===== src/rtl/operand_entry.sv =====
// ---------------------------------------------------------------------------
// operand_entry
//
// Input-side front end for the calculator. Debounces the 'next' push-button,
// captures the switch word as operand A and then operand B, and presents the
// pair to the control FSM using a valid/ack handshake. While operands are
// being entered, entry_idx and din_live drive the seven-segment display.
//
// Parameters
//   WIDTH      operand / switch bus width
//   DB_CYCLES  consecutive samples that must disagree with the debounced
//              level before it changes (>= 2)
//
// Ports
//   clk        system clock, all logic on the rising edge
//   clear      synchronous active-high reset
//   next       raw push-button, active-high
//   unary      1 = single-operand operation: B entry skipped, B forced to 0
//   Din        switch word
//   op_ack     FSM has consumed the operand pair
//   op_a/op_b  captured operands
//   op_valid   operand pair is stable and valid
//   entry_idx  0 = entering A, 1 = entering B, 2 = presenting
//   din_live   Din delayed by one cycle for the live display
//   press      one-cycle debounced press pulse
//
// Build option
//   INPUT_SYNC_EN  when defined, 'next' passes through a two-flop
//                  synchronizer before the debouncer (press latency +2).
//                  When undefined, 'next' is sampled directly.
// ---------------------------------------------------------------------------
module operand_entry #(
  parameter int WIDTH     = 16,
  parameter int DB_CYCLES = 250000
) (
  input  logic             clk,
  input  logic             clear,
  input  logic             next,
  input  logic             unary,
  input  logic [WIDTH-1:0] Din,
  input  logic             op_ack,
  output logic [WIDTH-1:0] op_a,
  output logic [WIDTH-1:0] op_b,
  output logic             op_valid,
  output logic [1:0]       entry_idx,
  output logic [WIDTH-1:0] din_live,
  output logic             press
);

  localparam int CW = (DB_CYCLES > 2) ? $clog2(DB_CYCLES) : 1;
  localparam logic [CW-1:0] CNT_LAST = CW'(DB_CYCLES - 1);

  typedef enum logic [1:0] {
    ENTER_A = 2'd0,
    ENTER_B = 2'd1,
    PRESENT = 2'd2
  } state_t;

  // Button sample fed to the debouncer
  logic sample_s;

`ifdef INPUT_SYNC_EN
  logic sync1_q, sync2_q;
  logic sync1_d, sync2_d;

  always_comb begin
    sync1_d = next;
    sync2_d = sync1_q;
  end

  always_ff @(posedge clk) begin
    if (clear) begin
      sync1_q <= 1'b0;
      sync2_q <= 1'b0;
    end else begin
      sync1_q <= sync1_d;
      sync2_q <= sync2_d;
    end
  end

  assign sample_s = sync2_q;
`else
  assign sample_s = next;
`endif

  // Debounce and capture state
  logic             level_q,     level_d;
  logic             level_dly_q, level_dly_d;
  logic [CW-1:0]    cnt_q,       cnt_d;
  logic             press_q,     press_d;
  logic [WIDTH-1:0] din_live_q,  din_live_d;
  logic [WIDTH-1:0] op_a_q,      op_a_d;
  logic [WIDTH-1:0] op_b_q,      op_b_d;
  logic             op_valid_q,  op_valid_d;
  state_t           state_q,     state_d;

  always_comb begin
    // Debouncer: any sample that agrees with the current level restarts the
    // count, so only an uninterrupted run of DB_CYCLES disagreeing samples
    // flips the level.
    level_d = level_q;
    cnt_d   = cnt_q;
    if (sample_s != level_q) begin
      if (cnt_q == CNT_LAST) begin
        level_d = sample_s;
        cnt_d   = '0;
      end else begin
        cnt_d = cnt_q + CW'(1);
      end
    end else begin
      cnt_d = '0;
    end

    // Rising-edge detect on the debounced level; the pulse appears the cycle
    // after the level rises, and a held button gives exactly one pulse.
    level_dly_d = level_q;
    press_d     = level_q & ~level_dly_q;

    din_live_d = Din;

    op_a_d     = op_a_q;
    op_b_d     = op_b_q;
    op_valid_d = op_valid_q;
    state_d    = state_q;

    unique case (state_q)
      ENTER_A: begin
        if (press_q) begin
          op_a_d = Din;
          if (unary) begin
            op_b_d     = '0;
            op_valid_d = 1'b1;
            state_d    = PRESENT;
          end else begin
            state_d = ENTER_B;
          end
        end
      end
      ENTER_B: begin
        if (press_q) begin
          op_b_d     = Din;
          op_valid_d = 1'b1;
          state_d    = PRESENT;
        end
      end
      PRESENT: begin
        // Presses while presenting are dropped; the ack always wins.
        if (op_ack) begin
          op_valid_d = 1'b0;
          state_d    = ENTER_A;
        end
      end
      default: begin
        op_valid_d = 1'b0;
        state_d    = ENTER_A;
      end
    endcase
  end

  always_ff @(posedge clk) begin
    if (clear) begin
      level_q     <= 1'b0;
      level_dly_q <= 1'b0;
      cnt_q       <= '0;
      press_q     <= 1'b0;
      din_live_q  <= '0;
      op_a_q      <= '0;
      op_b_q      <= '0;
      op_valid_q  <= 1'b0;
      state_q     <= ENTER_A;
    end else begin
      level_q     <= level_d;
      level_dly_q <= level_dly_d;
      cnt_q       <= cnt_d;
      press_q     <= press_d;
      din_live_q  <= din_live_d;
      op_a_q      <= op_a_d;
      op_b_q      <= op_b_d;
      op_valid_q  <= op_valid_d;
      state_q     <= state_d;
    end
  end

  assign op_a      = op_a_q;
  assign op_b      = op_b_q;
  assign op_valid  = op_valid_q;
  assign entry_idx = state_q;
  assign din_live  = din_live_q;
  assign press     = press_q;

endmodule

===== config.mk =====
export PLATFORM = sky130hd
export DESIGN_NAME = operand_entry
export DESIGN_NICKNAME = d
export VERILOG_FILES = /design/src/rtl/operand_entry.sv
export SDC_FILE = /design/constraint.sdc
export NUM_CORES = 1
export LEC_CHECK = 0
export CAP_MARGIN = 5
export CORE_UTILIZATION = 42
export DETAILED_ROUTE_END_ITERATION = 16
export PLACE_DENSITY = 0.85
export SETUP_SLACK_MARGIN = 0.2
export SYNTH_ARGS = -nofsm -noshare
export SYNTH_HDL_FRONTEND = slang
export SYNTH_SLANG_ARGS = --single-unit

===== constraint.sdc =====
create_clock -name clk -period 1.7 [get_ports clk]
set_clock_uncertainty 0.2 [all_clocks]
set_input_delay 0.255 -clock clk [delete_from_list [all_inputs] [get_ports clk]]
set_output_delay 0.255 -clock clk [all_outputs]
set_load 0.02 [all_outputs]

# == Word-level counts from Yosys, hierarchy flattened ==
# Index checks and enable logic that the tools add are counted.
# Widths: inputs -> output; s select.
# op_classes
n_eq_ne,8
add_sub_neg,1
bitwise,3
mux,14
reduce_logical,8
# ops
operator,count
$mux 16,3
$pmux 16 s2,1
$add 18x1->18 const B,1
$eq 18x18->1 const B,1
$mux 2,4
$ne 2x2->1 const B,4
$reduce_and 4->1,2
$pmux 2 s3,1
$mux 1,4
$reduce_and 2->1,2
$pmux 1 s3,1
$reduce_and 3->1,1
$reduce_or 3->1,1
$eq 2x1->1 const B,1
$eq 2x2->1 const B,1
$logic_not 2->1,1
$not 1->1,2
$reduce_bool 2->1,1
$and 1x1->1,1
$ne 1x1->1,1
# totals
inputBits,21
reg_bits,72

# == Logic depth before layout (Yosys ltp) ==
# Gate-level depths: netlist (run 1).
# logic_depth
depth_word,3
ltp_mapped,6
mapped_depth_nobuf,5

# == Worst setup path after synthesis (run 1) ==
# No wires, ideal clock.
# synth_path
kind,reg2reg
start,register cnt_q[11]
end,register cnt_q[13]
period_less_slack_ps,1862
required_ps,1385
setup_slack_ps,-162
arrival_ps,1547
path_stages_with_launch,6
path_cell_list,dfxtp_1 > nor4_1 > nand4_1 > o41ai_4 > buf_6 > nor2_1
# synth_between
elab_chain_len,2
word_cells_on_any_way,3
# synth_rtl
item,line_no,text
from (decl),89,"logic [CW-1:0] cnt_q, cnt_d;"
from (signal assigned),174,cnt_q <= cnt_d;
branches (longest 2 deep; another with $add 18x1->18),n/a,
# Parallel ways; which one is timed is not known.
# A chain may end at the register's enable or synchronous reset.

# == Final worst setup path (run 1) ==
# layout_path
start,register cnt_q[11]
end,register cnt_q[7]
# layout_between
elab_chain_len,2
# layout_rtl
item,line_no,text
$eq 18x18->1,104,if (cnt_q == CNT_LAST) begin
$reduce_or 3->1 (no line),n/a,
# Every way passes these cells.

==> results.yml, run 1 <==
finish:
  register_area_mm2: 0.00146
  antennaDiodeCount: 0
  multi_input_area_mm2: 0.00117
  final_cells: 473
  nets: 415
  final_common_cell: "dfxtp_1"
  syn2layout_area_growth_pct: 49.2
  fillers: 486
  drive_gt1_share_pct: 20.6
  postLayoutCellArea_mm2: 0.00385
  final_cell_mix: "61 x dfxtp_1, 54 x nand2_1, 40 x nor2_1"
setup_path:
  crit_slowest_cell: "dfxtp_2"
  path_cells: "nor4_4 -> nand4_1 -> o41ai_4 -> buf_6 -> nor2_1"
  cpLargestDelayFamily: "simple AND/OR/NAND/NOR gates"
  max_stage_delay_ns: 0.34
  critPathKind: "reg -> reg"
  worstPathRequired_ns: 1.73
  worstPathMaxFanout: 10
  end_kind: "flip-flop"
  crit_buf_inv: 1
  crit_path_start_kind: "flip-flop"
  crit_arrival_ns: 1.79
power:
  p_leak_uw: 0.00146
  ir_drop_mv: 0.604
  power_density_mw_per_mm2: 864
timing:
  tightest_slew_ns: 0.349
  hold_violations: 0
  fin_ws_ns: -0.0581
  rsz0062_at_grt: "true"
  relSlewSlack_pct: 76.5
  setup_tns_ns: -0.624
  fin_hold_ws_ns: 0.188
  fmax_mhz: 569
  setup_violations: 19
  period_minus_slack_ns: 1.76
  finalMaxSlewViolations: 0
  fin_crit_sh_pct: 103
run_status:
  failed_checks: "setup timing"
  outcome: "complete, but fails checks"
synthesis:
  ys_seq_area_share_pct: 55.8
  synth_warnings: 0
  syn_inst: 293
  avgSynthCellArea_um2: 8.82
  synth.largest_area_cell: "dfxtp_1"
  synth_nets: 315
  ys_top_cells_by_area: "dfxtp_1 56%, nand2_1 7.8%, a21oi_1 6.8%, nor2_1 6.2%, xnor2_1 4.7%"
  ys_async_sr_fraction_pct: 0
  yosysUniqueCellTypes: 28
  yosys.area.top_type_share_pct: 55.8
  synthFlopType: "dfxtp_1"
  syn_area_mm2: 0.00258
  ys_seq_elements: 72
  synth_enable_flop_cells: 0
grt:
  grt_max_degree: 30
  globalRouteTotalUtil_pct: 22.3
  antenna_found_initial: 0
  gr-total-overflow: 0
  grt_pass1_vias: 2290
  grt_pass1_wl_um: 10800
floorplan:
  die-area_mm2: 0.00647
  initial_core_util_pct: 43.6
  dieHeight_um: 80.4
  core_mm2: 0.00592
  io_pins: 73
  core.rowCount: 28
  fp.dieW_um: 80.4
clock_network:
  cts_max_level: 3
  cts_num_sinks: 72
  cts_buffers: 9
  clock_latency_ns: 0.34
  clock_tree.root_cell: "clkbuf_8"
  clock_path_buffers: 2
  cts_tree: "yes"
  clkTransAtPathRegs_ns: 0.07
drt:
  route.detailed.drc: 0
  post_drt_wl_per_cell_um: 14.1
  wl_um: 6670
  drt-initial-drc-count: 157
  via_per_inst: 4.93
  ant_nets: 0
  routed-via-count: 2330
  first_pass_iters: 4
placed_design:
  placed_area_mm2: 0.00358
  dp.cells: 452
  port_buffers: 72
  dp_slack_ns: -0.0868
  dpl.hpwl_um: 4570
  gp_congestion: 0.843
hold_path:
  hp-class: "reg -> reg"
run:
  drv_cap: 0
## per-layer routing
| layer | part of all wire, % | wire length (um) | up-vias | global-route usage, % |
|---|---|---|---|---|
| met5 | 0 | 0 | - | 0 |
| met4 | 1.1 | 76 | 0 | 10.0 |
| met3 | 5.6 | 373 | 8 | 9.32 |
| met2 | 51 | 3400 | 58 | 35.8 |
| met1 | 42 | 2810 | 1103 | 25.7 |
| li1 | - | - | 1161 | - |
## metrics by stage
step,total power (uW),utilization [%]
after global placement,1940,60.5
after CTS,3360,65.0
after global routing,3450,65.1
after detailed placement,1940,60.5
final,3330,65.1
after floorplan,1830,-
## path summary, 6_finish.rpt
path         depth (start not counted)  slack (ns)        to   startpoint
min reg2reg                          1        0.19     press  level_dly_q
max reg2reg                          5       -0.06  cnt_q[7]    cnt_q[11]
min                                  1        0.19     press  level_dly_q
max                                  5       -0.06  cnt_q[7]    cnt_q[11]
## kinds of logic after synthesis
kind of cell             after synthesis  share of synthesized area (%)
buffers and inverters                 16                           2.66
adder cells (fa/ha/maj)                1                          0.484
flip-flops                            72                           55.8
AND/OR/NAND/NOR                      149                           26.7
AO/OA/AOI/OAI                         38                           8.47
multiplexers                           2                          0.775
XOR/XNOR                              15                           5.08
## cells in the mapped netlist, types with 3 or more instances
cell type and instances:
nand2_1 54, a21oi_1 35, inv_1 4, nor4_1 8, xnor2_1 14, nand2b_1 3
nand3_1 6, nand4_1 4, nor3_1 5, nor2b_1 17, nor2_1 43, clkbuf_1 9
or2_2 4, dfxtp_1 72
## final cells by class
class	count	share of cell area, %
tap	75	2.44
sequential	72	38.0
inverter	4	0.390
clock buffer	14	4.74
clock inverter	2	0.909
timing repair buffer	101	23.3
multi-input combinational	205	30.3
## registers in the layout (all words and copies together) (netlist names)
name         count
cnt_q           18
din_live        16
entry_idx        2
level_dly_d      1
level_dly_q      1
op_a            16
op_b            16
op_valid         1
press            1
## what timing repair did
action	4_1_cts	5_1_grt
hold buffers	0	0
setup endpoints to repair	71	59
setup buffers	5	0
pin swaps	10	2
resized for setup	78	37
## power by group
part | internal, uW | switching [uW]
clock | 837 | 599
combinational | 89.3 | 92.4
sequential | 1700 | 6.80
total | 2630 | 698
No activity file was read; power rests on OpenSTA's default activity.
==> run 2: changes to the inputs <==
--- a/config.mk
+++ b/config.mk
@@ -5,10 +5,12 @@
 export SDC_FILE = /design/constraint.sdc
 export NUM_CORES = 1
 export LEC_CHECK = 0
+export ABC_AREA = 1
 export CAP_MARGIN = 5
-export CORE_UTILIZATION = 42
+export CORE_MARGIN = 5
+export CORE_UTILIZATION = 43
 export DETAILED_ROUTE_END_ITERATION = 16
-export PLACE_DENSITY = 0.85
+export PLACE_DENSITY = 0.86
 export SETUP_SLACK_MARGIN = 0.2
 export SYNTH_ARGS = -nofsm -noshare
 export SYNTH_HDL_FRONTEND = slang
==> results.yml, run 2 <==
run_status:
  outcome: "finished clean"
synthesis:
  synth_most_common_cell: "nor2_1"
  synthFlopType: "dfxtp_1"
  ys_async_sr_fraction_pct: 0
  synth.largest_area_cell: "dfxtp_1"
  avgSynthCellArea_um2: 7.79
  yosysUniqueCellTypes: 28
  ys_top_cells_by_area: "dfxtp_1 52%, nor2_1 11%, inv_1 7.2%, nand2_1 5.0%, a211oi_1 4.8%"
  synth_nets: 381
  syn_inst: 359
  ys_seq_elements: 72
  ys_seq_area_share_pct: 51.5
  synth_warnings: 0
  synth_enable_flop_cells: 0
  yosys.area.top_type_share_pct: 51.5
  syn_area_mm2: 0.00280
  yosys-top-cells-count: "80 x nor2_1, 72 x dfxtp_1, 54 x inv_1"
clock_network:
  clkTransAtPathRegs_ns: 0.07
  cts_buffers: 9
  cts_hold_buf: 0
  clock_tree.root_cell: "clkbuf_8"
  clock_latency_ns: 0.34
  cts_max_level: 3
  clock_path_buffers: 2
  cts_tree: "yes"
  cts_num_sinks: 72
drt:
  wl_um: 7070
  post_drt_wl_per_cell_um: 13.6
  ant_nets: 0
  route.detailed.drc: 0
  drt-initial-drc-count: 190
  via_per_inst: 4.93
  first_pass_iters: 4
  routed-via-count: 2566
hold_path:
  hp-class: "reg -> reg"
finish:
  drive_gt1_share_pct: 15.8
  largest_reg_flops: 18
  syn2layout_area_growth_pct: 37.9
  fillers: 524
  final_common_cell: "nor2_1"
  final_cell_mix: "77 x nor2_1, 63 x dfxtp_1, 52 x inv_1"
  nets: 462
  regMostFlops: "cnt_q"
  antennaDiodeCount: 0
  postLayoutCellArea_mm2: 0.00386
floorplan:
  io_pins: 73
  core.rowCount: 29
  fp.dieW_um: 90.6
  dieHeight_um: 90.6
  initial_core_util_pct: 44.0
  core_mm2: 0.00635
  die-area_mm2: 0.00822
setup_path:
  worstPathMaxFanout: 9
  critPathKind: "reg -> reg"
  worstPathRequired_ns: 1.73
  end_kind: "flip-flop"
  crit_path_start_kind: "flip-flop"
  crit_arrival_ns: 1.51
grt:
  globalRouteTotalUtil_pct: 17.1
  antenna_found_initial: 0
  grt_pass1_wl_um: 11500
  grt_max_degree: 39
  grt_pass1_vias: 2464
  gr-total-overflow: 0
timing:
  fin_crit_sh_pct: 87.2
  period_minus_slack_ns: 1.48
  setup_violations: 0
  tightest_slew_ns: 0.413
  rsz0062_at_grt: "true"
  setup_tns_ns: 0
  fmax_mhz: 675
  relSlewSlack_pct: 72.5
  finalMaxSlewViolations: 0
  hold_violations: 0
  fin_ws_ns: 0.218
power:
  p_leak_uw: 0.00162
  power_density_mw_per_mm2: 827
  ir_drop_mv: 0.512
placed_design:
  dp_slack_ns: 0.0148
  gp_congestion: 0.845
  placed_area_mm2: 0.00360
  dpl.hpwl_um: 4740
  port_buffers: 72
run:
  drv_cap: 0
-- run 2: changes by cell type in the layout (fill, tap and decap cells not counted), sizes merged, moves of 8 or more --
cell	before	now
xnor2	14	3
buf	31	10
inv	4	56
o21ai	0	17
nand2	54	40
a211oi	0	18
nor4	8	0
nor2	44	84
nor2b	17	0
a21oi	35	26
-- run 2: per-stage QoR --
step / power (uW) / cells / hold WS [ns] / util [%]
CTS: 3190 / 516 / 0.202 / 59.2
detailed placement: 1940 / 501 / 0.193 / 56.8
finish: 3190 / 521 / 0.196 / 60.7
floorplan: 1830 / 359 / 0.173 / -
global placement: 1940 / 501 / 0.184 / 56.8
global route: 3300 / 521 / 0.222 / 60.7
-- run 2: power breakdown --
part           total [uW]  switching [uW]  leakage, uW  internal, uW
clock network        1280             621    0.0000948           663
logic                 189             104     0.000937          84.9
registers            1710            7.17     0.000589          1710
total                3190             732      0.00162          2460
-- run 2: logic make-up (layout without fill, tap and decap cells) --
group / count (synthesis) / count (layout) / share of synthesized area, %
AND/OR/NAND/NOR: 147 / 148 / 22.5
flip-flops: 72 / 72 / 51.5
buffers and inverters: 69 / 153 / 10.1
AO/OA/AOI/OAI: 62 / 62 / 13.0
XOR/XNOR: 8 / 8 / 2.51
adder cells (fa/ha/maj): 1 / 1 / 0.447
-- run 2: path summary, 6_finish.rpt --
kind / from / end / slack (ns) / cells past startpoint
hold / removal: level_dly_q / press / 0.20 / 1
hold reg to reg: level_dly_q / press / 0.20 / 1
setup reg to reg: cnt_q[6] / cnt_q[15] / 0.22 / 6
setup / recovery: cnt_q[6] / cnt_q[15] / 0.22 / 6
-- run 2: layout make-up --
| type | instances | area [um^2] | share of cell area, % |
|---|---|---|---|
| clock buffers | 9 | 124 | 3.21 |
| clock inverters | 6 | 61.3 | 1.59 |
| inverters | 56 | 213 | 5.52 |
| multi-input cells | 219 | 1170 | 30.4 |
| flip-flops and latches | 72 | 1460 | 37.7 |
| well taps | 77 | 96.3 | 2.50 |
| repair buffers | 82 | 733 | 19.0 |
-- run 2: critical path: stages, from the launching register on --
cell,delay (ns)
dfxtp_2,0.35
nor2_1,0.11
nand3_1,0.09
nor2_1,0.25
nand3_4,0.20
nand2_8,0.14
a21oi_1,0.05
-- run 2: repair_timing --
action	CTS	global route
pin swaps	1	2
gates cloned	0	1
setup buffers	0	4
setup endpoints to repair	70	79
gates resized for setup	65	65
-- run 2: routing by layer --
metal	vias up	part of all wire [%]	wire, um	track usage, %
li1	1300	-	-	-
met1	1174	42	2970	20.6
met2	81	50	3510	28.0
met3	11	7.1	505	5.67
met4	0	1.3	93	6.58
met5	-	0	0	0
==> run 3: changes to the inputs <==
--- a/config.mk
+++ b/config.mk
@@ -10,7 +10,7 @@
 export CORE_MARGIN = 5
 export CORE_UTILIZATION = 43
 export DETAILED_ROUTE_END_ITERATION = 16
-export PLACE_DENSITY = 0.86
+export PLACE_DENSITY = 0.71
 export SETUP_SLACK_MARGIN = 0.2
 export SYNTH_ARGS = -nofsm -noshare
 export SYNTH_HDL_FRONTEND = slang
==> results.yml, run 3 (synthesized netlist as in run 2, its figures left out) <==
run_status:
  outcome: "finished clean"
finish:
  antennaDiodeCount: 0
  regMostFlops: "cnt_q"
  fillers: 540
  final_common_cell: "nor2_1"
  nets: 463
  final_cells: 523
  final_cell_mix: "73 x nor2_1, 58 x dfxtp_1, 49 x inv_1"
  syn2layout_area_growth_pct: 41.4
  drive_gt1_share_pct: 22.2
  largest_reg_flops: 18
grt:
  grt_pass1_vias: 2338
  globalRouteTotalUtil_pct: 16.3
  grt_max_degree: 39
  top_usage_layer: "met2"
  antenna_found_initial: 0
  grt_pass1_wl_um: 11000
  use_met3_pct: 8.92
  use_met2_pct: 24.8
  gr-total-overflow: 0
  use_met1_pct: 19.9
clock_network:
  cts_num_sinks: 72
  clock_tree.root_cell: "clkbuf_8"
  clkTransAtPathRegs_ns: 0.08
  cts_hold_buf: 0
  cts_tree: "yes"
  cts_max_level: 3
  clock_path_buffers: 2
  clock_latency_ns: 0.34
  cts_buffers: 9
power:
  power_density_mw_per_mm2: 831
  clockPowerShare_pct: 42.0
  ir_drop_mv: 0.591
  p_comb_share_pct: 5.9
  power.switching_uw: 743
  p_int_uw: 2550
  p_leak_uw: 0.00163
  p_total_uw: 3290
  p_sw_share_pct: 22.6
  p_seq_share_pct: 52.1
setup_path:
  worstPathMaxFanout: 4
  cpLargestDelayFamily: "simple AND/OR/NAND/NOR gates"
  end_kind: "flip-flop"
  critPathKind: "reg -> reg"
  worstPathRequired_ns: 1.73
  path_cells: "buf_4 -> nand3_2 -> nor2_2 -> nand2_1 -> xor2_2 -> nor2_4"
  crit_path_start_kind: "flip-flop"
  max_stage_delay_ns: 0.35
  crit_arrival_ns: 1.55
  crit_buf_inv: 1
  crit_slowest_cell: "dfxtp_2"
timing:
  hold_violations: 0
  setup_violations: 0
  period_minus_slack_ns: 1.52
  fin_crit_sh_pct: 89.1
  fin_hold_ws_ns: 0.193
  setup_tns_ns: 0
  finalMaxSlewViolations: 0
  fin_ws_ns: 0.185
  tightest_slew_ns: 0.405
  fmax_mhz: 660
  rsz0062_at_grt: "true"
  relSlewSlack_pct: 73.0
hold_path:
  hp-class: "reg -> reg"
floorplan:
  die-area_mm2: 0.00822
  core.rowCount: 29
  initial_core_util_pct: 44.0
  io_pins: 73
  dieHeight_um: 90.6
  core_mm2: 0.00635
  fp.dieW_um: 90.6
placed_design:
  dpl.hpwl_um: 4460
  gp_congestion: 0.830
  dp_slack_ns: 0.00940
  dp.cells: 501
  port_buffers: 72
drt:
  post_drt_wl_per_cell_um: 13.4
  first_pass_iters: 6
  via_per_inst: 4.77
  wl_um: 7010
  drt-initial-drc-count: 107
  ant_nets: 0
  route.detailed.drc: 0
  routed-via-count: 2497
run:
  drv_cap: 0
## run 3: per-stage QoR
step	util [%]	area, um^2
after floorplan	-	2800
after global placement	57.0	3620
after detailed placement	57.0	3620
after CTS	59.6	3790
after global routing	62.3	3960
final	62.3	3960
## run 3: repair_timing
item / 4_1_cts / 5_1_grt
pin swaps: 0 / 11
endpoints found under the hold margin: 0 / 0
cloned: 0 / 3
gates resized for setup: 72 / 97
buffers inserted: 0 / 3
setup endpoints to repair: 58 / 66
## run 3: per-layer routing
| metal | wire [um] | up-vias |
|---|---|---|
| met1 | 3040 | 1123 |
| met4 | 62 | 0 |
| met3 | 613 | 8 |
| li1 | - | 1293 |
| met2 | 3300 | 73 |
| met5 | 0 | - |
## run 3: worst paths after layout
path         cells past startpoint  endpoint        start  slack [ns]
max                              6  cnt_q[9]     cnt_q[0]        0.18
min                              1     press  level_dly_q        0.19
max reg2reg                      6  cnt_q[9]     cnt_q[0]        0.18
min reg2reg                      1     press  level_dly_q        0.19
## run 3: power groups by stage
stage          combinational [uW]  sequential, uW  clock (uW)
2_1_floorplan                54.0            1780           0
3_3_place_gp                  183            1750           0
3_5_place_dp                  184            1750           0
4_1_cts                       170            1710        1430
5_1_grt                       210            1710        1510
6_report                      194            1710        1380
## run 3: cell type report
type	instances	area (um^2)	area share [%]
Sequential cell	72	1470	37.1
Multi-Input combinational cell	221	1260	32.0
Timing Repair Buffer	81	708	17.9
Inverter	56	213	5.38
Clock buffer	11	151	3.83
Tap cell	77	96.3	2.44
Clock inverter	5	55.1	1.39
